## config.mk

```make
export PLATFORM = sky130hd
export DESIGN_NAME = reg_scoreboard
export DESIGN_NICKNAME = d
export VERILOG_FILES = /design/src/rtl/reg_scoreboard.sv
export SDC_FILE = /design/constraint.sdc
export NUM_CORES = 1
export LEC_CHECK = 0
export ABC_AREA = 1
export BUFFER_PORTS_ARGS = -buffer_cell sky130_fd_sc_hd__buf_2
export CAP_MARGIN = 20
export CORE_ASPECT_RATIO = 1.25
export CORE_UTILIZATION = 55
export DETAILED_ROUTE_END_ITERATION = 8
export PLACE_DENSITY_LB_ADDON = 0.25
export RECOVER_POWER = 50
export SYNTH_ARGS = -nofsm -noshare
export SYNTH_HDL_FRONTEND = slang
export SYNTH_SLANG_ARGS = --single-unit
```

## constraint.sdc

```tcl
create_clock -name clk -period 24.3 [get_ports clk]
set_input_delay 3.645 -clock clk [delete_from_list [all_inputs] [get_ports clk]]
set_output_delay 3.645 -clock clk [all_outputs]
set_load 0.01 [all_outputs]
```

## src/rtl/reg_scoreboard.sv

```systemverilog
// rtl/reg_scoreboard.sv - per-register pending-write scoreboard generating the ID-stage stall.
// Optional stall statistics counters are built when SCOREBOARD_STATS_EN is defined.
module reg_scoreboard #(
    parameter int NUM_REGS  = 32,
    parameter int CNT_W     = 2,
    parameter bit WB_BYPASS = 1'b1
) (
    input  logic       clk,
    input  logic       reset,
    input  logic       id_valid,
    input  logic [4:0] id_rs1,
    input  logic [4:0] id_rs2,
    input  logic       id_use_rs1,
    input  logic       id_use_rs2,
    input  logic [4:0] id_rd,
    input  logic       id_reg_write,
    input  logic       wb_valid,
    input  logic [4:0] wb_rd,
    input  logic       wb_reg_write,
    input  logic       kill_valid,
    input  logic [4:0] kill_rd,
    output logic       is_stall,
    output logic       issue_fire,
    output logic [5:0] pending_cnt,
    output logic       err_underflow
`ifdef SCOREBOARD_STATS_EN
    ,
    output logic [31:0] stall_cycles,
    output logic [31:0] raw_stall_cycles
`endif
);

    localparam logic [CNT_W-1:0] CNT_MAX = '1;

    logic [CNT_W-1:0] cnt_q [NUM_REGS];
    logic [CNT_W-1:0] cnt_d [NUM_REGS];
    logic [5:0]       pending_cnt_q, pending_cnt_d;
    logic             err_underflow_q, err_underflow_d;

    logic                wb_dec, kill_dec;
    logic [NUM_REGS-1:0] dec_hit;
    logic [NUM_REGS-1:0] busy;
    logic                rs1_busy, rs2_busy, rd_full;
    logic                raw_hit, waw_hit, inc_en;

    // A register with only one writer left that retires this cycle is readable
    // when the register file writes before it reads.
    always_comb begin
        wb_dec   = wb_valid & wb_reg_write & (wb_rd != 5'd0);
        kill_dec = kill_valid & (kill_rd != 5'd0);
        dec_hit  = '0;
        busy     = '0;
        for (int r = 1; r < NUM_REGS; r++) begin
            dec_hit[r] = (wb_dec && (wb_rd == 5'(r))) || (kill_dec && (kill_rd == 5'(r)));
            busy[r]    = (cnt_q[r] != '0) &&
                         !(WB_BYPASS && (cnt_q[r] == CNT_W'(1)) && dec_hit[r]);
        end
    end

    always_comb begin
        rs1_busy = 1'b0;
        rs2_busy = 1'b0;
        rd_full  = 1'b0;
        for (int r = 1; r < NUM_REGS; r++) begin
            if (id_rs1 == 5'(r)) rs1_busy = busy[r];
            if (id_rs2 == 5'(r)) rs2_busy = busy[r];
            if (id_rd == 5'(r))  rd_full  = (cnt_q[r] == CNT_MAX) && !dec_hit[r];
        end
    end

    always_comb begin
        raw_hit    = (id_use_rs1 & rs1_busy) | (id_use_rs2 & rs2_busy);
        waw_hit    = id_reg_write & rd_full;
        is_stall   = id_valid & (raw_hit | waw_hit);
        issue_fire = id_valid & ~is_stall;
        inc_en     = issue_fire & id_reg_write & (id_rd != 5'd0);
    end

    // All events on one register fold into a single signed delta; a negative
    // result clamps to zero and raises the sticky underflow flag.
    always_comb begin
        err_underflow_d = err_underflow_q;
        pending_cnt_d   = '0;
        cnt_d[0]        = '0;
        for (int r = 1; r < NUM_REGS; r++) begin
            int net;
            net = int'(cnt_q[r])
                + int'(inc_en && (id_rd == 5'(r)))
                - int'(wb_dec && (wb_rd == 5'(r)))
                - int'(kill_dec && (kill_rd == 5'(r)));
            if (net < 0) begin
                cnt_d[r]        = '0;
                err_underflow_d = 1'b1;
            end else begin
                cnt_d[r] = CNT_W'(net);
            end
            if (cnt_d[r] != '0) pending_cnt_d = pending_cnt_d + 6'd1;
        end
    end

    always_ff @(posedge clk or negedge reset) begin
        if (!reset) begin
            for (int r = 0; r < NUM_REGS; r++) cnt_q[r] <= '0;
            pending_cnt_q   <= '0;
            err_underflow_q <= 1'b0;
        end else begin
            for (int r = 0; r < NUM_REGS; r++) cnt_q[r] <= cnt_d[r];
            pending_cnt_q   <= pending_cnt_d;
            err_underflow_q <= err_underflow_d;
        end
    end

    assign pending_cnt   = pending_cnt_q;
    assign err_underflow = err_underflow_q;

`ifdef SCOREBOARD_STATS_EN
    logic [31:0] stall_cycles_q, stall_cycles_d;
    logic [31:0] raw_stall_cycles_q, raw_stall_cycles_d;

    always_comb begin
        stall_cycles_d     = stall_cycles_q;
        raw_stall_cycles_d = raw_stall_cycles_q;
        if (is_stall && (stall_cycles_q != 32'hFFFF_FFFF))
            stall_cycles_d = stall_cycles_q + 32'd1;
        if (id_valid && raw_hit && (raw_stall_cycles_q != 32'hFFFF_FFFF))
            raw_stall_cycles_d = raw_stall_cycles_q + 32'd1;
    end

    always_ff @(posedge clk or negedge reset) begin
        if (!reset) begin
            stall_cycles_q     <= '0;
            raw_stall_cycles_q <= '0;
        end else begin
            stall_cycles_q     <= stall_cycles_d;
            raw_stall_cycles_q <= raw_stall_cycles_d;
        end
    end

    assign stall_cycles     = stall_cycles_q;
    assign raw_stall_cycles = raw_stall_cycles_q;
`endif

endmodule

```

After elaboration in Yosys (flattened, before gate mapping)
Cells that the tools add are included.
W data, S select, Z words.
{"block": "totals", "register_bits": 69, "latchBits": 0, "mem_bits_rw": 0, "romBits": 0, "in_bits": 34, "output_inout_bits": 9, "wordCells": 948, "n_memories": 0}
{"block": "op_classes", "add_sub_neg": 123, "multipliers": 0, "div": 0, "n_lt_le_gt_ge": 31, "n_eq_ne": 217, "shift": 0, "muxes": 186, "bitwise": 13, "reduce_logical": 345}
{"cell": "$eq A5 B5 Y1 const B", "n": 80}
{"cell": "$eq A5 B4 Y1 const B", "n": 40}
{"cell": "$logic_and A1 B1 Y1", "n": 186}
{"cell": "$mux W6", "n": 30}
{"cell": "$add A6 B1 Y6 const B", "n": 29}
{"cell": "$lt A5 B1 Y1 const B", "n": 31}
{"cell": "$sub A4 B2 Y5", "n": 31}
{"cell": "$mux W1", "n": 125}
{"cell": "$reduce_bool A2 Y1", "n": 62}
{"cell": "$sub A3 B1 Y4", "n": 31}
{"cell": "$eq A5 B3 Y1 const B", "n": 20}
{"cell": "$add A2 B1 Y3", "n": 31}
{"cell": "$eq A2 B1 Y1 const B", "n": 31}
{"cell": "$eq A2 B2 Y1 const B", "n": 31}
{"cell": "$logic_not A1 Y1", "n": 62}
{"cell": "$mux W2", "n": 31}
{"cell": "$eq A5 B2 Y1 const B", "n": 10}
{"cell": "$logic_or A1 B1 Y1", "n": 31}
{"cell": "$reduce_bool A31 Y1", "n": 1}
{"cell": "$eq A5 B1 Y1 const B", "n": 5}
{"cell": "$reduce_bool A5 Y1", "n": 3}
{"cell": "$and A1 B1 Y1", "n": 10}
{"cell": "$add A1 B1 Y2 const B", "n": 1}
{"cell": "$or A1 B1 Y1", "n": 2}
{"cell": "$not A1 Y1", "n": 1}

Depth between registers and ports, before layout
{"block": "logic_depth", "ltp_word": 114, "ltp_mapped": 144, "mapped_depth_nobuf": 143}

Worst setup path after synthesis
No wires, ideal clock.
{"block": "synth_path", "path_type": "input port to flip-flop", "startpoint": "input wb_valid", "endpoint": "register pending_cnt_q[4], in the netlist pending_cnt[4]", "setup_time_ns": 0.118, "t_arrival_ns": 21.054, "required_ns": 24.182, "slack_ns": 3.128, "path_stages": 132, "path_buffers": 1, "path_cell_list": "nand2_1 -> nor2_1 -> nand2_1 -> nor2_1 -> nor3b_1 -> nor2_1 -> o221ai_1 -> o32ai_1 -> nand2_1 -> nand2_1 -> o311ai_0 -> o21ai_0 -> nand2_1 -> o21ai_0 -> o221ai_1 -> nand2_1 -> nand2_1 -> nand3_1 -> [96 not listed] -> xor2_1 -> o21ai_0 -> inv_1 -> ha_1 -> or2_2 -> nand3_1 -> nand2_1 -> ha_1 -> nand2_1 -> nand2_1 -> ha_1 -> o21ai_0 -> inv_1 -> ha_1 -> nand2_1 -> nor3_2 -> xnor2_1 -> inv_1"}
{"element": "from (decl)", "line": "17", "source": "input logic wb_valid,"}
{"element": "to (signal assigned)", "line": "108", "source": "pending_cnt_q <= pending_cnt_d;"}
{"element": "to (decl)", "line": "37", "source": "logic [5:0] pending_cnt_q, pending_cnt_d;"}

==> Flow_metrics.wiki <==
{| class="wikitable"
! Metric !! Value
|-
| Placeable core region || 24400 sq um
|-
| Die X || 143 microns
|-
| Sequential-to-total area share from yosys stat || 12.6%
|-
| Worst flop-to-flop path endpoint || pending_cnt[4]
|-
| # H-tree levels || 3
|-
| Sum of overflow across all layers after global routing || 0
|-
| Final hold violation count || 0
|-
| Number of synthesized flops with an enable pin || 0
|-
| Worst-Margin Slew || 3.65 ns
|-
| Outcome || complete, but fails checks
|-
| CTS root buf || sky130_fd_sc_hd__clkbuf_16
|-
| Timing-limited maximum frequency || 0.0445 GHz
|-
| Number of core rows || 64
|-
| Number of instances in the synthesized netlist || 2193
|-
| Number of hold buffers added after cts || 0
|-
| Post-synth net total || 2470
|-
| Routed wire per std cell || 14.8 microns
|-
| Critical path fanouts, max || 13
|-
| Failing checks || max-capacitance violations, max-slew violations
|-
| Initial standard-cell utilization of the core || 56.1%
|-
| Path class of the lowest-slack min-delay path || reg2reg
|-
| Cell area after synthesis || 13700 sq um
|-
| Most common cell after layout, fill and taps aside || sky130_fd_sc_hd__nand2_1
|-
| Antenna cell count || 0
|-
| Distinct cell type count after synthesis || 50
|-
| Die boundary height || 178 microns
|-
| PortBufs || 42
|-
| Cell occurring most often along the worst timing path || sky130_fd_sc_hd__nand2_1
|-
| Layout fillers || 2375
|-
| Min Clock Period, post-route || 22.46 ns
|-
| Vias in the first global route || 13.1k
|-
| Sum Neg Setup Slack || 0 ns
|-
| Critical Path Start Type || input port
|-
| Boundary Pins || 43
|-
| Pins over their slew limit || 65
|-
| Total half-perimeter wirelength after legalization and detailed placement || 32300 microns
|-
| Total via count after detailed routing || 13.9k
|-
| Worst path slowest cell || sky130_fd_sc_hd__fa_1
|-
| Number of warnings printed during yosys synthesis || 0
|-
| CP Class || in2reg
|-
| DRC violations left || 0
|-
| Unrepaired setup endpoints after global routing || no
|-
| Last weighted congestion value of the routability-driven placer || 1.03
|-
| Total CTS buffers || 9
|-
| Post-CTS Setup Repair Bufs || 0
|-
| Worst setup EP type || register
|-
| Reg-to-reg setup timing slack || 5.46 ns
|-
| Most instantiated flip-flop cell in the synthesis netlist || sky130_fd_sc_hd__dfrtp_1
|-
| Share of layout cells above drive strength 1 || 9.70%
|-
| Clock skew after layout || 0.00991 ns
|-
| Cell count of the worst hold path || 1
|-
| Clk slew on worst S/H paths || 0.06 ns
|-
| Tcrit/Tclk final || 92.4%
|-
| Cell count after placement || 2552
|-
| Number of storage elements in the synthesis netlist || 69
|-
| Global-route wire length before repair || 62000 microns
|-
| Net count of the finished layout || 2510
|-
| Min-Delay Startpoint || err_underflow
|-
| Area growth from synthesis to layout || 6.67%
|-
| Clock tree from TritonCTS || built
|-
| DRT iter0 DRCs || 696
|-
| Max-slew headroom at the worst pin || -143%
|-
| DRT Wirelength || 37900 microns
|-
| FF-to-FF Start || cnt_q[56]
|-
| Clock buffer depth || 2
|-
| Via density per instance || 5.40
|-
| Post-DRT Antenna Nets || 0
|-
| Largest incremental delay on the critical path || 0.42 ns
|-
| Hold worst-path end || err_underflow
|-
| DIE AREA || 25500 sq um
|-
| Largest net degree at the start of global routing || 65
|-
| Later-pin clock latency in the skew report || 0.36 ns
|-
| Antenna violations before repair || 0
|-
| Global routing usage summed across all routing layers || 30.9%
|-
| Maximum capacitance violations || 1
|-
| Router iterations before antenna repair || 6
|-
| Path depth of the worst reg2reg path || 127
|-
| Clk sink count || 69
|-
| Commonest cells after routing, fill and taps aside || sky130_fd_sc_hd__nand2_1, sky130_fd_sc_hd__inv_1, sky130_fd_sc_hd__nor2_1, sky130_fd_sc_hd__nand3_1, sky130_fd_sc_hd__ha_1
|-
| Per-instance average area after synthesis || 6.24 sq um
|-
| Final setup violation count || 0
|-
| Final standard cell count with taps included and fillers excluded || 2568
|-
| Fin util || 59.8%
|-
| Ys async rst share || 100%
|-
| Post-Route Hold Slack || 0.530 ns
|-
| Critical path data required time || 24.54 ns
|-
| Critical Path AT || 22.70 ns
|}
sequential cells by signal (all words and copies together) (netlist names):
name	flops
cnt_q	62
err_underflow	1
pending_cnt	6
worst max-delay path, delay by kind of cell:
family	cells	cell delay (ns)
and+or+nand+nor	72	7.91
adders and majority gates	22	6.02
AOI/OAI and AO/OA	24	4.02
buffers and inverters	12	0.80
xor gates and xnor gates	2	0.29
cell type report:
type	count	area [sq um]	area share, %
clock buffer	10	229	1.57
tap	330	413	2.83
inverter	426	1600	10.9
clock inverter	6	63.8	0.437
sequential	69	1730	11.8
multi-input combinational	1682	10400	70.9
timing repair buffer	45	223	1.52
synth_stat cells, types with 3 or more instances:
cell | number | area [sq um]
sky130_fd_sc_hd__inv_1 | 415 | 1560
sky130_fd_sc_hd__nand3_2 | 40 | 400
sky130_fd_sc_hd__a32o_1 | 30 | 300
sky130_fd_sc_hd__nand4_1 | 9 | 56.3
sky130_fd_sc_hd__dfrtp_1 | 69 | 1730
sky130_fd_sc_hd__nor4_1 | 10 | 62.6
sky130_fd_sc_hd__ha_1 | 212 | 2650
sky130_fd_sc_hd__nand3_1 | 265 | 1330
sky130_fd_sc_hd__o221ai_1 | 13 | 114
sky130_fd_sc_hd__inv_2 | 9 | 33.8
sky130_fd_sc_hd__o31ai_1 | 11 | 82.6
sky130_fd_sc_hd__or2_1 | 3 | 18.8
sky130_fd_sc_hd__o2111ai_1 | 8 | 70.1
sky130_fd_sc_hd__a32oi_1 | 4 | 35.0
sky130_fd_sc_hd__fa_1 | 31 | 621
sky130_fd_sc_hd__xnor2_1 | 3 | 26.3
sky130_fd_sc_hd__xor2_1 | 3 | 26.3
sky130_fd_sc_hd__clkbuf_1 | 15 | 56.3
sky130_fd_sc_hd__o21ai_0 | 23 | 115
sky130_fd_sc_hd__a31oi_1 | 11 | 68.8
sky130_fd_sc_hd__or2_2 | 38 | 238
sky130_fd_sc_hd__nor2_1 | 331 | 1240
sky130_fd_sc_hd__nand3b_1 | 9 | 67.6
sky130_fd_sc_hd__o211ai_1 | 6 | 45.0
sky130_fd_sc_hd__a21oi_1 | 13 | 65.1
sky130_fd_sc_hd__nor3_1 | 26 | 130
sky130_fd_sc_hd__nand2_1 | 487 | 1830
sky130_fd_sc_hd__nor2_2 | 7 | 43.8
sky130_fd_sc_hd__nor3b_1 | 15 | 113
sky130_fd_sc_hd__nand2_4 | 6 | 67.6
sky130_fd_sc_hd__nand2_2 | 45 | 282
per-stage QoR:
stage,instance area [sq um],setup WS [ns]
floorplan,13700,3.13
global placement,14300,1.65
detailed placement,14300,0.989
CTS,14600,1.33
global route,14600,0.106
finish,14600,1.84
layer usage:
metal | global-route usage [%] | vias to the layer above | wire [microns]
met2 | 54.1 | 338 | 17800
met1 | 36.9 | 6348 | 16500
met4 | 16.7 | 0 | 2030
li1 | - | 7094 | -
met5 | 0 | - | 0
met3 | 3.03 | 88 | 1580
timing repair:
action	4_1_cts	5_1_grt
resized for setup	0	10
endpoints found under the hold margin	0	0
endpoints found under the setup margin	0	5
worst max-delay path by stage:
| stage | start | slack, ns | end | cells past startpoint |
|---|---|---|---|---|
| 5_1_grt | kill_rd[2] | 0.11 | pending_cnt[5] | 137 |
| 4_1_cts | kill_rd[0] | 1.33 | pending_cnt[4] | 132 |
| 2_1_floorplan | wb_valid | 3.13 | pending_cnt[4] | 132 |
| 3_5_place_dp | kill_rd[0] | 0.99 | pending_cnt[4] | 132 |
| 6_report | kill_rd[0] | 1.84 | pending_cnt[4] | 132 |
| 3_3_place_gp | kill_rd[0] | 1.65 | pending_cnt[4] | 132 |
kinds of logic after synthesis:
logic type,after synthesis,share of synthesized area [%]
DFF,69,12.6
AOI/OAI and AO/OA,132,7.38
buffers and inverters,442,12.1
adders and majority gates,243,23.9
xor gates and xnor gates,6,0.384
and+or+nand+nor,1301,43.6
Power is not shown: default switching activity piles up to over one toggle a cycle in this logic, so the estimate is an artifact.
